===== src/rtl/usb_line_tx.sv =====
// Full-speed USB line transmitter: serialises packet bytes into SYNC, NRZI data with
// bit stuffing and EOP on the D+/D- pair, paced by an internal bit-rate divider.
module usb_line_tx #(
  parameter int unsigned CLKS_PER_BIT = 4
) (
  input  logic       hi_clock,
  input  logic       reset,
  input  logic [7:0] tx_data,
  input  logic       tx_valid,
  input  logic       tx_last,
  output logic       tx_ready,
  output logic       tx_plus,
  output logic       tx_minus,
  output logic       tx_oe,
  output logic       tx_busy,
  output logic       tx_err
);

  localparam int unsigned CntW = (CLKS_PER_BIT > 2) ? $clog2(CLKS_PER_BIT) : 1;
  localparam logic [CntW-1:0] CntMax = CntW'(CLKS_PER_BIT - 1);

  typedef enum logic [2:0] {StIdle, StSync, StData, StEopSe0, StEopJ} state_e;

  state_e          state_q, state_d;
  logic [CntW-1:0] cnt_q, cnt_d;
  logic [2:0]      idx_q, idx_d;
  logic [2:0]      ones_q, ones_d;
  logic [7:0]      shift_q, shift_d;
  logic [7:0]      hold_q, hold_d;
  logic            hold_last_q, hold_last_d;
  logic            hold_full_q, hold_full_d;
  logic            cur_last_q, cur_last_d;
  logic            closed_q, closed_d;
  logic            plus_q, plus_d;
  logic            minus_q, minus_d;
  logic            oe_q, oe_d;
  logic            err_q, err_d;

  logic            xfer;
  logic            wrap;
  logic            send_en;
  logic            send_bit;
  logic [7:0]      nxt_byte;
  logic            nxt_last;

  // closed_q blocks further bytes once the packet has been terminated (last byte or underrun)
  assign tx_ready = ~reset & ~hold_full_q & ~closed_q;
  assign xfer     = tx_valid & tx_ready;
  assign wrap     = (cnt_q == CntMax);

  assign tx_plus  = plus_q;
  assign tx_minus = minus_q;
  assign tx_oe    = oe_q;
  assign tx_err   = err_q;
  assign tx_busy  = (state_q != StIdle);

  // Next-state, holding register and next line level, evaluated at each bit boundary
  always_comb begin
    state_d     = state_q;
    cnt_d       = wrap ? '0 : cnt_q + CntW'(1);
    idx_d       = idx_q;
    ones_d      = ones_q;
    shift_d     = shift_q;
    hold_d      = hold_q;
    hold_last_d = hold_last_q;
    hold_full_d = hold_full_q;
    cur_last_d  = cur_last_q;
    closed_d    = closed_q;
    plus_d      = plus_q;
    minus_d     = minus_q;
    oe_d        = oe_q;
    err_d       = 1'b0;
    send_en     = 1'b0;
    send_bit    = 1'b0;
    // A byte arriving on the very cycle of a byte boundary is used directly
    nxt_byte    = hold_full_q ? hold_q : tx_data;
    nxt_last    = hold_full_q ? hold_last_q : tx_last;

    if (xfer) begin
      hold_d      = tx_data;
      hold_last_d = tx_last;
      hold_full_d = 1'b1;
      if (tx_last) closed_d = 1'b1;
    end

    unique case (state_q)
      StIdle: begin
        cnt_d = '0;
        if (hold_full_q) begin
          state_d  = StSync;
          idx_d    = 3'd0;
          oe_d     = 1'b1;
          send_en  = 1'b1;
          send_bit = 1'b0;
        end
      end
      StSync: begin
        if (wrap) begin
          send_en = 1'b1;
          if (idx_q != 3'd7) begin
            idx_d    = idx_q + 3'd1;
            send_bit = (idx_q == 3'd6);
          end else begin
            state_d     = StData;
            idx_d       = 3'd0;
            shift_d     = hold_q;
            cur_last_d  = hold_last_q;
            hold_full_d = 1'b0;
            send_bit    = hold_q[0];
          end
        end
      end
      StData: begin
        if (wrap) begin
          if (ones_q == 3'd6) begin
            // Stuff bit: data index does not advance
            send_en  = 1'b1;
            send_bit = 1'b0;
          end else if (idx_q != 3'd7) begin
            send_en  = 1'b1;
            idx_d    = idx_q + 3'd1;
            shift_d  = {1'b0, shift_q[7:1]};
            send_bit = shift_q[1];
          end else if (cur_last_q) begin
            state_d = StEopSe0;
            idx_d   = 3'd0;
            plus_d  = 1'b0;
            minus_d = 1'b0;
          end else if (hold_full_q || xfer) begin
            send_en     = 1'b1;
            idx_d       = 3'd0;
            shift_d     = nxt_byte;
            cur_last_d  = nxt_last;
            hold_full_d = 1'b0;
            send_bit    = nxt_byte[0];
          end else begin
            err_d    = 1'b1;
            closed_d = 1'b1;
            state_d  = StEopSe0;
            idx_d    = 3'd0;
            plus_d   = 1'b0;
            minus_d  = 1'b0;
          end
        end
      end
      StEopSe0: begin
        if (wrap) begin
          if (idx_q == 3'd1) begin
            state_d = StEopJ;
            idx_d   = 3'd0;
            plus_d  = 1'b1;
            minus_d = 1'b0;
          end else begin
            idx_d = idx_q + 3'd1;
          end
        end
      end
      StEopJ: begin
        if (wrap) begin
          state_d  = StIdle;
          oe_d     = 1'b0;
          closed_d = 1'b0;
          plus_d   = 1'b1;
          minus_d  = 1'b0;
        end
      end
      default: state_d = StIdle;
    endcase

    // NRZI: a 0 toggles the line, a 1 holds it; the ones run tracks stuffing
    if (send_en) begin
      plus_d  = send_bit ? plus_q : ~plus_q;
      minus_d = ~plus_d;
      ones_d  = send_bit ? ones_q + 3'd1 : 3'd0;
    end
  end

  // State and registered line outputs
  always_ff @(posedge hi_clock or posedge reset) begin
    if (reset) begin
      state_q     <= StIdle;
      cnt_q       <= '0;
      idx_q       <= 3'd0;
      ones_q      <= 3'd0;
      shift_q     <= 8'h00;
      hold_q      <= 8'h00;
      hold_last_q <= 1'b0;
      hold_full_q <= 1'b0;
      cur_last_q  <= 1'b0;
      closed_q    <= 1'b0;
      plus_q      <= 1'b1;
      minus_q     <= 1'b0;
      oe_q        <= 1'b0;
      err_q       <= 1'b0;
    end else begin
      state_q     <= state_d;
      cnt_q       <= cnt_d;
      idx_q       <= idx_d;
      ones_q      <= ones_d;
      shift_q     <= shift_d;
      hold_q      <= hold_d;
      hold_last_q <= hold_last_d;
      hold_full_q <= hold_full_d;
      cur_last_q  <= cur_last_d;
      closed_q    <= closed_d;
      plus_q      <= plus_d;
      minus_q     <= minus_d;
      oe_q        <= oe_d;
      err_q       <= err_d;
    end
  end

endmodule


===== config.mk =====
export PLATFORM = sky130hd
export DESIGN_NAME = usb_line_tx
export DESIGN_NICKNAME = d
export VERILOG_FILES = /design/src/rtl/usb_line_tx.sv
export SDC_FILE = /design/constraint.sdc
export NUM_CORES = 1
export LEC_CHECK = 0
export ABC_AREA = 1
export ABC_CLOCK_PERIOD_IN_PS = 2400
export CAP_MARGIN = 10
export CORE_MARGIN = 5
export CORE_UTILIZATION = 48
export CTS_CLUSTER_SIZE = 25
export DETAILED_ROUTE_END_ITERATION = 10
export HOLD_SLACK_MARGIN = 0.03
export PLACE_DENSITY_LB_ADDON = 0.2
export SLEW_MARGIN = 10
export SYNTH_ARGS = -nofsm -noshare
export SYNTH_HDL_FRONTEND = slang
export SYNTH_SLANG_ARGS = --single-unit

===== constraint.sdc =====
create_clock -name hi_clock -period 2.4 [get_ports hi_clock]
set_clock_uncertainty 0.05 [all_clocks]
set_input_delay 0.36 -clock hi_clock [delete_from_list [all_inputs] [get_ports hi_clock]]
set_output_delay 0.36 -clock hi_clock [all_outputs]
set_load 0.005 [all_outputs]

# Yosys cells after proc, flatten, opt, wreduce, memory -nomap -nowiden
# Cells that the tools add are included.
[op_classes] n_reduce_logical=13 n_eq_ne=28 bitwise_logic=8 mux=99 addsub=3
[op_table] operator="8-bit 2-to-1 mux" count=8
[op_table] operator="1-bit 2-to-1 mux" count=59
[op_table] operator="3-bit 2-to-1 mux" count=19
[op_table] operator="3-bit inequality test, second input constant" count=10
[op_table] operator="2-bit inequality test, second input constant" count=9
[op_table] operator="8-bit one-hot mux with 2 select lines" count=1
[op_table] operator="3-bit one-hot mux with 5 select lines" count=1
[op_table] operator="3-bit one-hot mux with 4 select lines" count=1
[op_table] operator="6-bit AND reduction" count=2
[op_table] operator="1-bit one-hot mux with 2 select lines" count=5
[op_table] operator="10-bit AND reduction" count=1
[op_table] operator="3-bit == test, second input constant" count=3
[op_table] operator="1-bit one-hot mux with 3 select lines" count=3
[op_table] operator="8-bit AND reduction" count=1
[op_table] operator="4-bit nonzero test" count=2
[op_table] operator="7-bit AND reduction" count=1
[op_table] operator="3-bit by 1-bit adder with 3-bit output, second input constant" count=2
[op_table] operator="3-bit by 1-bit == test with 1-bit output, second input constant" count=2
[op_table] operator="3-bit by 2-bit == test with 1-bit output, second input constant" count=2
[op_table] operator="1-bit inverter" count=5
[op_table] operator="2-bit 2-to-1 mux" count=2
[op_table] operator="4-bit inequality test, second input constant" count=1
[op_table] operator="2-bit nonzero test" count=2
[op_table] operator="1-bit bitwise AND" count=3
[op_table] operator="6 further kinds" count=6
[word_totals] register_bits=35 inputBits=12 out_inout_bits=6 wordCells=165

# Depth between registers and ports, before layout
# Gate-level depths: netlist of run 1.
[logic_depth] ltp_word=14 depth_mapped=12 ltp_nobuf=12

# Worst setup path after synthesis of run 1
# Ideal clock, no wire load.
[synth_path] path_type="input to register" from="input port reset" to="register hold_q[4]" path_buffers=1 t_arrival_ns=2.091 path_stages=7 t_required_ns=2.218 setup_slack_ns=0.127 setup_time_ns=0.132 path_cell_list="inv_1 nand2_1 nor3_1 inv_1 clkbuf_1 nand2_1 o21ai_0"
[synth_via] elab_chain_cells=4
[synth_rtl] element="from (decl)" line="7" rtl="input logic reset,"
[synth_rtl] element="1-bit inverter" line="47" rtl="assign tx_ready = ~reset & ~hold_full_q & ~closed_q;"
[synth_rtl] element="1-bit bitwise AND (2 in a row)" line="47"
[synth_rtl] element="1-bit bitwise AND" line="48" rtl="assign xfer = tx_valid & tx_ready;"
[synth_rtl] element="to (signal assigned)" line="201" rtl="hold_q <= hold_d;"
[synth_rtl] element="to (decl)" line="29" rtl="logic [7:0] hold_q, hold_d;"
# No other way between the ends.
# A chain may end at the register's enable or synchronous reset.

# Final worst setup path of run 1
[layout_path] from="register idx_q[0]" to="register shift_q[4]"
[layout_via] elab_chain_cells=5 elab_cells_between_ends=9
[layout_rtl] element="from (decl)" line="26" rtl="logic [2:0] idx_q, idx_d;"
[layout_rtl] element="from (signal assigned)" line="198" rtl="idx_q <= idx_d;"
[layout_rtl] element="3-bit inequality test (*)" line="100, 119"
[layout_rtl] element="8-bit 2-to-1 mux" line="119" rtl="end else if (idx_q != 3'd7) begin"
[layout_rtl] element="8-bit 2-to-1 mux" line="115" rtl="if (ones_q == 3'd6) begin"
[layout_rtl] element="8-bit 2-to-1 mux" line="114" rtl="if (wrap) begin"
[layout_rtl] element="8-bit one-hot mux with 2 select lines" line="86" rtl="unique case (state_q)"
[layout_rtl] element="to (signal assigned)" line="200" rtl="shift_q <= shift_d;"
[layout_rtl] element="to (decl)" line="28" rtl="logic [7:0] shift_q, shift_d;"
# Every way passes the cells marked *; elsewhere a longest branch is shown, timed or not. The select of a mux whose other input is x is not followed.

==> results of run 1 <==
[sequential cells by signal, indices dropped and copies added, names as in the netlist]
signal       cells
idx_q            3
cnt_q            2
tx_plus          1
closed_q         1
tx_err           1
hold_q           8
hold_last_q      1
tx_minus         1
tx_oe            1
hold_full_q      1
state_q          3
ones_q           3
shift_q          7
cur_last_q       1
[worst reg2reg max path, stage by stage (launching register included)]
cell and delay [ps]:
dfrtp_1 420, ha_1 220, ha_1 260, inv_1 220, nand2_4 180, a31oi_4 430, nand2_1 130, o21ai_2 80
[area by class of cell]
class	instances	area (um^2)	area share
Clock inverter	2	12.5	0.00552
Timing Repair Buffer	18	178	0.0785
Clock buffer	6	82.6	0.0365
Sequential cell	34	852	0.376
Multi-Input combinational cell	163	913	0.403
Inverter	43	164	0.0724
Tap cell	50	62.6	0.0276
[power groups by stage]
stage          combinational (mW)  clock [mW]  sequential, mW
6_report                   0.0347       0.449           0.573
5_1_grt                    0.0389       0.491           0.572
3_5_place_dp               0.0359           0           0.584
3_3_place_gp               0.0356           0           0.584
2_1_floorplan              0.0116           0           0.584
4_1_cts                    0.0360       0.460           0.573
[per-layer routing]
| layer | GRT usage | wire [um] |
|---|---|---|
| met1 | 0.253 | 2060 |
| met2 | 0.241 | 1700 |
| met3 | 0.0438 | 166 |
| met4 | 0.0604 | 58 |
| met5 | 0 | 0 |
[through the flow]
stage          area (um^2)  hold slack (ps)  utilization
6_report              2260              391        0.570
5_1_grt               2260              420        0.570
4_1_cts               2260              396        0.570
3_5_place_dp          2170              386        0.546
3_3_place_gp          2170              379        0.546
2_1_floorplan         1960              363            -
[kinds of logic after synthesis]
group / Yosys count / synth area share
and+or+nand+nor: 99 / 0.244
DFF: 34 / 0.435
buffers and inverters: 48 / 0.0996
xor gates and xnor gates: 1 / 0.00447
AOI/OAI and AO/OA: 56 / 0.173
adders and majority gates: 7 / 0.0447
[layout by cell type (no fill, tap or decap), types with 2 or more instances in the layout]
cell type | synthesis | routed
nand4_1 | 4 | 4
nand2_1 | 54 | 54
clkdlybuf4s50_1 | 0 | 17
nor2_4 | 2 | 2
inv_2 | 3 | 3
nor3_1 | 3 | 3
ha_1 | 7 | 7
o21ai_1 | 3 | 3
nand3_2 | 2 | 2
o211ai_1 | 7 | 7
a21oi_1 | 9 | 9
dfrtp_1 | 33 | 33
nand2_4 | 3 | 3
clkbuf_8 | 0 | 6
nor2_1 | 13 | 13
o21ai_0 | 27 | 27
nand2_2 | 2 | 2
o21ai_2 | 3 | 3
nand3_1 | 13 | 13
inv_1 | 39 | 39
[how the worst max path moves through the flow]
stage	startpoint	to	slack (ps)	cells after the start
after CTS	idx_q[0]	shift_q[6]	370	6
after detailed placement	reset	shift_q[6]	310	7
after global routing	idx_q[0]	tx_plus	100	12
final	idx_q[0]	shift_q[4]	360	7
after global placement	reset	shift_q[3]	340	8
after floorplan	reset	hold_q[4]	130	7
==> impl_results.md, run 1 <==
* Post-Route WL at 3.99 mm
* Num ports at 18
* # H-tree levels at 2
* Synth Area per Inst at 8.00 um^2
* CP startpoint kind: register
* Post-DP HPWL at 2.93 mm
* Layout cell share with drive strength beyond 1 at 0.113
* Routed vias at 1636
* Post-synth EDFFs at 0
* Number of synthesized register bits at 34
* FMAX at 0.490 GHz
* Most frequent cell after synthesis: nand2_1
* Net Switching at 236 uW
* Via density at 5.18
* Critical path class: reg2reg
* Total chip power at 1.06 mW
* DP Cell Count at 308
* Crit end category: register
* Unrepaired setup endpoints after global routing: false
* Yosys warnings at 0
* Worst-Margin Slew at 432 ps
* Flop-to-flop setup slack at 360 ps
* Clock power share at 0.425
* Hold Path Origin: cnt_q[0]
* Pre-CTS setup slack at 309 ps
* First-pass GRT wire length at 7.12 mm
* Top post-synthesis cells by count: 54 x nand2_1, 39 x inv_1, 33 x dfrtp_1
* # rows at 23
* Crit-path leading delay family: compound AO/OA/AOI/OAI gates
* Hold EP: cnt_q[0]
* Hold Crit Class: reg2reg
* Worst path slowest cell: dfrtp_1
* Clock latency on the worst-skew pair at 290 ps
* Critical Path Fanout Max at 17
* Core ar. at 3970 um^2
* CTS resizes at 0
* Global route overflow at 0
* Largest stage delay, worst path at 420 ps
* Post-synth ARST share at 1.00
* # fillers at 364
* Root buf cell: clkbuf_8
* Cell internal pwr at 821 uW
* Sequential Power Share at 0.542
* Prevailing post-synth register cell: dfrtp_1
* Antenna violations before repair at 0
* Library cells used by synthesis at 35
* PwrDens at 466 nW/um^2
* I/O Buffers at 17
* Sink Count at 34
* Worst path cell trace: ha_1 > ha_1 > inv_1 > nand2_4 > a31oi_4 > nand2_1 > o21ai_2
* Sequential area share after synthesis at 0.435
* Drt wl/cell at 12.6 um
* Clk pin slew, worst setup/hold paths at 70 ps
* Hold depth at 1
* Bufs on Longest Clock Path at 2
* Logic pwr share at 0.033
* GP Congestion at 0.869
* Initial drt markers at 136
* Vias in the first global route at 1507
* Cells after synthesis at 245
* Yosys top cell by area: dfrtp_1
* Nets at 284
* DIE AREA at 5460 um^2
* Worst setup margin at 359 ps
* Main area contributors after synthesis: dfrtp_1 42%, nand2_1 10%, inv_1 7.5%
* Leakage at 1.09 nW
* Post-CTS Setup Repair Bufs at 0
* Slew Viols, Final at 0
* Synth top area share at 0.421
* Global-route usage over all layers at 0.171
* Synthesis-to-layout area growth at 15.5%
* DRT Pass-1 Iters at 4
* Cts hold-fix bufs at 0
* Most used cell, CP: ha_1
* Final setup violation count at 0
* CTS tree: built
* Slew HR at 0.710
* DRC viols at 0
* CP bufs+invs at 1
* Die Width at 73.9 um
* Switching part of the total at 0.223
* Chip height at 73.9 um
* Cell Area, Synth at 1960 um^2
* Hold Vio Cnt, Final at 0
* Final setup TNS at 0 ps
* Maximum VDD drop at 278 uV
* Reg2Reg Launch Point: idx_q[0]
* Fin crit period at 2040 ps
* Worst EP required at 2570 ps
* Max-Cap Viols at 0
* Arr. time, crit path at 2210 ps
* R2R depth at 7
* Non-filler cells, final at 316
* Largest net degree at the start of global routing at 35
* Starting Density at 0.494
* Worst R2R End: shift_q[4]
* Post-route antenna net violation count at 0
* Status: completed
* Syn nets at 264
* CTS Buf Count at 5
* Period utilisation layout at 0.850
* Antenna cell count at 0
(Power assumes the default switching activity.)
==> run 2, diff against run 1 <==
--- a/config.mk
+++ b/config.mk
@@ -13,6 +13,7 @@
 export CTS_CLUSTER_SIZE = 25
 export DETAILED_ROUTE_END_ITERATION = 10
 export HOLD_SLACK_MARGIN = 0.03
+export MAX_ROUTING_LAYER = met4
 export PLACE_DENSITY_LB_ADDON = 0.2
 export SLEW_MARGIN = 10
 export SYNTH_ARGS = -nofsm -noshare
==> constraint.sdc (replaced) <==
create_clock -name hi_clock -period 2.4 [get_ports hi_clock]
set_clock_uncertainty 0.05 [all_clocks]
set_input_delay 0.36 -clock hi_clock [delete_from_list [all_inputs] [get_ports hi_clock]]
set_output_delay 0.36 -clock hi_clock [all_outputs]
set_load 0.01 [all_outputs]
==> run 2 against run 1 <==
Against the previous run: sequential share of layout area is 0.12 points lower; flip-flop and latch count unchanged; via count is 2.0% lower; critical path type unchanged; largest power group unchanged; fmax fell by 1.3%; register-to-register slack got worse by 30 ps; combinational power fell by 3%; cell count up 0.32%; critical path depth fell by 1; critical endpoint is now shift_q[5]; worst setup slack worse by 27 ps; design area rose by 0.33%; sequential power about the same; count of clock-buffer cells in the layout unchanged.
==> impl_results.md, run 2 (synthesis gave the netlist of run 1 again) <==
* Status: completed
* Commonest non-fill, non-tap cell in the layout: nand2_1
* # rows at 23 (unchanged)
* Unrepaired setup endpoints after global routing: false
* Vias in the first global route at 1571 (+4.2%)
* Arr. time, crit path at 2180 ps (-30 ps)
* Largest register FFs at 8 (unchanged)
* Most used cell, CP: ha_1
* CP bufs+invs at 1 (unchanged)
* Final core utilization at 0.572 (+0.00189)
* Initial drt markers at 93 (-32%)
* Critical path class: reg2reg
* Core ar. at 3970 um^2 (unchanged)
* Clock power share at 0.420 (-0.005)
* Max-Cap Viols at 0 (unchanged)
* Sequential Power Share at 0.547 (+0.005)
* Largest registers: hold_q (8), shift_q (7)
* Post-route antenna net violation count at 0 (unchanged)
* Worst EP required at 2510 ps (-60 ps)
* CTS Buf Count at 5 (unchanged)
* Leakage at 1.10 nW (+0.50%)
* CP startpoint kind: register
* Largest stage delay, worst path at 440 ps (+20 ps)
* Switching part of the total at 0.216 (-0.00731)
* Num ports at 18 (unchanged)
* Net Switching at 226 uW (-4.2%)
* Antenna violations before repair at 0 (unchanged)
* Antenna cell count at 0 (unchanged)
* DRT Pass-1 Iters at 4 (unchanged)
* Post-Route WL at 3.98 mm (-0.13%)
* Post-CTS Setup Repair Bufs at 0 (unchanged)
* Slew HR at 0.720 (+0.0103)
* Die Width at 73.9 um (unchanged)
* Post-DP HPWL at 2.98 mm (+1.8%)
* Final setup violation count at 0 (unchanged)
* DRC viols at 0 (unchanged)
* Chip height at 73.9 um (unchanged)
* Synthesis-to-layout area growth at 15.9%
* FMAX at 0.484 GHz (-1.3%)
* Pre-CTS setup slack at 317 ps (+7.10 ps)
* PwrDens at 461 nW/um^2 (-1.3%)
* CTS tree: built
* Min Hold Slack at 401 ps (+9.70 ps)
* Clock latency on the worst-skew pair at 290 ps (about the same)
* Post-DP Area at 2180 um^2 (+0.35%)
* GP Congestion at 0.921 (+6.1%)
* CTS resizes at 0 (unchanged)
* Sink Count at 34 (unchanged)
* Clk pin slew, worst setup/hold paths at 70 ps (about the same)
* Global-route usage over all layers at 0.179 (+0.00808)
* Nets at 285 (+0.35%)
* Cts hold-fix bufs at 0 (unchanged)
* Root buf cell: clkbuf_8
* Logic pwr share at 0.032 (about the same)
* Period utilisation layout at 0.862 (+0.0113)
* Worst setup margin at 332 ps (-27.2 ps)
* Crit end category: register
* Slew Viols, Final at 0 (unchanged)
* Worst path slowest cell: a31oi_4
* I/O Buffers at 17 (unchanged)
* Bufs on Longest Clock Path at 2 (unchanged)
* Fin crit period at 2070 ps (+27.2 ps)
* Final setup TNS at 0 ps (unchanged)
* Hold Crit Class: reg2reg
* Cell internal pwr at 821 uW (about the same)
* Hold Vio Cnt, Final at 0 (unchanged)
* Via density at 5.06 (-2.3%)
* Worst path cell trace: ha_1 > ha_1 > inv_1 > nand2_4 > a31oi_4 > o21ai_0
* # H-tree levels at 2 (unchanged)
* Post-layout instance area at 2270 um^2 (+0.33%)
* Largest net degree at the start of global routing at 35 (unchanged)
* Routed vias at 1603 (-2.0%)
* Critical Path Fanout Max at 17 (unchanged)
* First-pass GRT wire length at 7.22 mm (+1.5%)
* Starting Density at 0.494 (unchanged)
* Largest Register: hold_q
* Layout cell share with drive strength beyond 1 at 0.116 (+0.00332)
* Maximum VDD drop at 294 uV (+5.8%)
* Global route overflow at 0 (unchanged)
* Drt wl/cell at 12.6 um (-0.44%)
* Worst-Margin Slew at 420 ps (-12.1 ps)
* DIE AREA at 5460 um^2 (unchanged)
* Commonest cells after routing, fill and taps aside: 54 x nand2_1, 39 x inv_1, 33 x dfrtp_1
* Crit-path leading delay family: compound AO/OA/AOI/OAI gates
-- run 2: metrics by stage --
step / power (mW) / std cells
final: 1.05 / 317
after global routing: 1.10 / 317
after CTS: 1.06 / 317
after detailed placement: 0.619 / 309
after global placement: 0.619 / 309
after floorplan: 0.595 / 245
-- run 2: final timing paths --
path,startpoint,endpoint,slack [ps],cells after the start
min in group asynchronous,reset,shift_q[2],470,3
setup / recovery,idx_q[0],shift_q[5],330,6
max in group asynchronous,reset,tx_plus,1480,3
setup reg to reg,idx_q[0],shift_q[5],330,6
hold reg to reg,cnt_q[0],cnt_q[0],400,1
hold / removal,cnt_q[0],cnt_q[0],400,1
-- run 2: layout make-up --
| class | instances | area (um^2) |
|---|---|---|
| fillers | 372 | 1700 |
| multi-input cells | 163 | 913 |
| flip-flops and latches | 34 | 852 |
| repair buffers | 19 | 185 |
| inverters | 43 | 164 |
| clock buffers | 6 | 82.6 |
| well taps | 50 | 62.6 |
| clock inverters | 2 | 12.5 |
-- run 2: routing by layer --
metal  track usage  part of all wire  up-vias
met4        0.0724             0.017        0
met1         0.249              0.53      738
met3        0.0451             0.033        5
met5             -                 0        -
met2         0.248              0.42       22
li1              -                 -      838
-- run 2: power groups by stage --
| stage | clock network (mW) | logic, mW | registers (mW) |
|---|---|---|---|
| 5_1_grt | 0.488 | 0.0382 | 0.572 |
| 4_1_cts | 0.454 | 0.0350 | 0.573 |
| 6_report | 0.440 | 0.0337 | 0.573 |
| 3_5_place_dp | 0 | 0.0350 | 0.584 |
| 2_1_floorplan | 0 | 0.0116 | 0.584 |
| 3_3_place_gp | 0 | 0.0351 | 0.584 |
==> run 3, diff against run 2 <==
--- a/config.mk
+++ b/config.mk
@@ -6,8 +6,7 @@
 export NUM_CORES = 1
 export LEC_CHECK = 0
 export ABC_AREA = 1
-export ABC_CLOCK_PERIOD_IN_PS = 2400
-export CAP_MARGIN = 10
+export CAP_MARGIN = 40
 export CORE_MARGIN = 5
 export CORE_UTILIZATION = 48
 export CTS_CLUSTER_SIZE = 25
@@ -15,6 +14,7 @@
 export HOLD_SLACK_MARGIN = 0.03
 export MAX_ROUTING_LAYER = met4
 export PLACE_DENSITY_LB_ADDON = 0.2
+export REMOVE_ABC_BUFFERS = 1
 export SLEW_MARGIN = 10
 export SYNTH_ARGS = -nofsm -noshare
 export SYNTH_HDL_FRONTEND = slang
==> run 3 against run 2 <==
Against the previous run: clock power fell by 10%; sequential power about the same; non-clock buffer count unchanged; fmax increased by 1.1%; register-to-register slack better by 20 ps; worst hold slack got worse by 7.0 ps; utilization is 0.47 points lower; via count grew 1.3%; wire length is 3.0% higher; critical path type unchanged; largest cell class unchanged; highest routed layer unchanged.
==> impl_results.md, run 3 (synthesis gave the netlist of run 1 again) <==
* Status: completed
* Period utilisation layout at 0.853 (-0.00912)
* Initial drt markers at 108 (+16%)
* Vias in the first global route at 1499 (-4.6%)
* Via density at 5.14 (+1.6%)
* Met2 wire len at 1.81 mm (+7.2%)
* Commonest non-fill, non-tap cell in the layout: nand2_1
* Top Metal Used: met4
* Global route overflow at 0 (unchanged)
* Clk pin slew, worst setup/hold paths at 60 ps (about the same)
* Post-Route WL at 4.10 mm (+3.0%)
* Worst path slowest cell: a31oi_4
* Core ar. at 3970 um^2 (unchanged)
* Post-DP Area at 2180 um^2 (unchanged)
* Slew HR at 0.709 (-0.0115)
* Hold Vio Cnt, Final at 0 (unchanged)
* Largest stage delay, worst path at 450 ps (about the same)
* Largest registers: hold_q (8), shift_q (7)
* Worst-Margin Slew at 437 ps (+16.8 ps)
* # fillers at 381 (+2.4%)
* Critical Path Fanout Max at 17 (unchanged)
* Pre-CTS setup slack at 258 ps (-58.1 ps)
* Die Width at 73.9 um (unchanged)
* Global-route usage over all layers at 0.178 (-0.00123)
* I/O Buffers at 17 (unchanged)
* CTS Buf Count at 5 (unchanged)
* Final setup violation count at 0 (unchanged)
* PwrDens at 444 nW/um^2 (-3.6%)
* Leakage at 1.09 nW (-0.81%)
* Antenna cell count at 0 (unchanged)
* First-pass GRT wire length at 7.07 mm (-2.1%)
* Final setup TNS at 0 ps (unchanged)
* Nets at 285 (unchanged)
* Worst path cell trace: ha_1 > ha_1 > inv_1 > nand2_4 > a31oi_4 > nand2_1 > o21ai_0
* Min Hold Slack at 394 ps (-6.97 ps)
* Root buf cell: clkbuf_8
* Antenna violations before repair at 0 (unchanged)
* Post-layout instance area at 2250 um^2 (-0.83%)
* Post-DP HPWL at 2.97 mm (-0.32%)
* DRT Pass-1 Iters at 4 (unchanged)
* Starting Density at 0.494 (unchanged)
* WL met3 at 183 um (+40%)
* # rows at 23 (unchanged)
* Crit-path leading delay family: compound AO/OA/AOI/OAI gates
* CP bufs+invs at 1 (unchanged)
* DIE AREA at 5460 um^2 (unchanged)
* DRC viols at 0 (unchanged)
* CTS resizes at 0 (unchanged)
* Clock latency on the worst-skew pair at 290 ps (about the same)
* Commonest cells after routing, fill and taps aside: 54 x nand2_1, 39 x inv_1, 33 x dfrtp_1
* Num ports at 18 (unchanged)
* Largest Register: hold_q
* Worst EP required at 2560 ps (+50 ps)
* Hold Crit Class: reg2reg
* Routed vias at 1624 (+1.3%)
* CTS tree: built
* Cts hold-fix bufs at 0 (unchanged)
* CP startpoint kind: register
* # H-tree levels at 2 (unchanged)
* Unrepaired setup endpoints after global routing: false
* Largest register FFs at 8 (unchanged)
* Drt wl/cell at 13.0 um (+3.3%)
* Bufs on Longest Clock Path at 2 (unchanged)
* Post-CTS Setup Repair Bufs at 0 (unchanged)
* Critical path class: reg2reg
* Chip height at 73.9 um (unchanged)
* Worst setup margin at 354 ps (+21.9 ps)
* Arr. time, crit path at 2210 ps (+30 ps)
* Synthesis-to-layout area growth at 14.9%
* Fin crit period at 2050 ps (-21.9 ps)
* M1 wire length at 2.03 mm (-3.1%)
* Crit end category: register
* Largest net degree at the start of global routing at 35 (unchanged)
* Total chip power at 1.00 mW (-4.4%)
* Most used cell, CP: ha_1
* FMAX at 0.489 GHz (+1.1%)
* GP Congestion at 0.933 (+1.3%)
* Sink Count at 34 (unchanged)
* Post-route antenna net violation count at 0 (unchanged)
* Maximum VDD drop at 272 uV (-7.5%)
* Slew Viols, Final at 0 (unchanged)
* Max-Cap Viols at 0 (unchanged)
* Layout cell share with drive strength beyond 1 at 0.105 (-0.0108)
## run 3: layout make-up
cell class	instances	area (um^2)	share of cell area
multi-input combinational	163	913	0.405
inverter	43	164	0.0727
sequential	34	852	0.378
tap	50	62.6	0.0278
timing repair buffer	19	185	0.0822
clock buffer	7	76.3	0.0339
## run 3: report_power, final
| group | internal [mW] | switching [mW] | total (mW) |
|---|---|---|---|
| Combinational | 0.0175 | 0.0165 | 0.0340 |
| Sequential | 0.573 | 0 | 0.573 |
| Clock | 0.199 | 0.194 | 0.394 |
| Total | 0.790 | 0.211 | 1.00 |
## run 3: per-stage QoR
stage          instances   util
2_1_floorplan        240      -
3_3_place_gp         309  0.548
3_5_place_dp         309  0.548
4_1_cts              316  0.567
5_1_grt              316  0.567
6_report             316  0.567
## run 3: worst paths after layout
check                              start          to  slack (ps)  depth (start not counted)
worst min register to register  cnt_q[0]    cnt_q[0]         390                          1
worst min-delay path            cnt_q[0]    cnt_q[0]         390                          1
worst max register to register  idx_q[0]  shift_q[7]         350                          7
worst max-delay path            idx_q[0]  shift_q[7]         350                          7
max in group asynchronous          reset     tx_plus        1470                          3
min in group asynchronous          reset  shift_q[3]         500                          3
## run 3: layer usage
metal  vias to the layer above  GRT usage
met5                         -          -
met4                         0     0.0744
met3                         8     0.0534
met2                        29      0.250
met1                       747      0.238
li1                        840          -
## run 3: worst register-to-register path, stage by stage, from the launching register on
cell and delay (ps):
dfrtp_1 420, ha_1 220, ha_1 250, inv_1 220, nand2_4 180, a31oi_4 450, nand2_1 100, o21ai_0 90
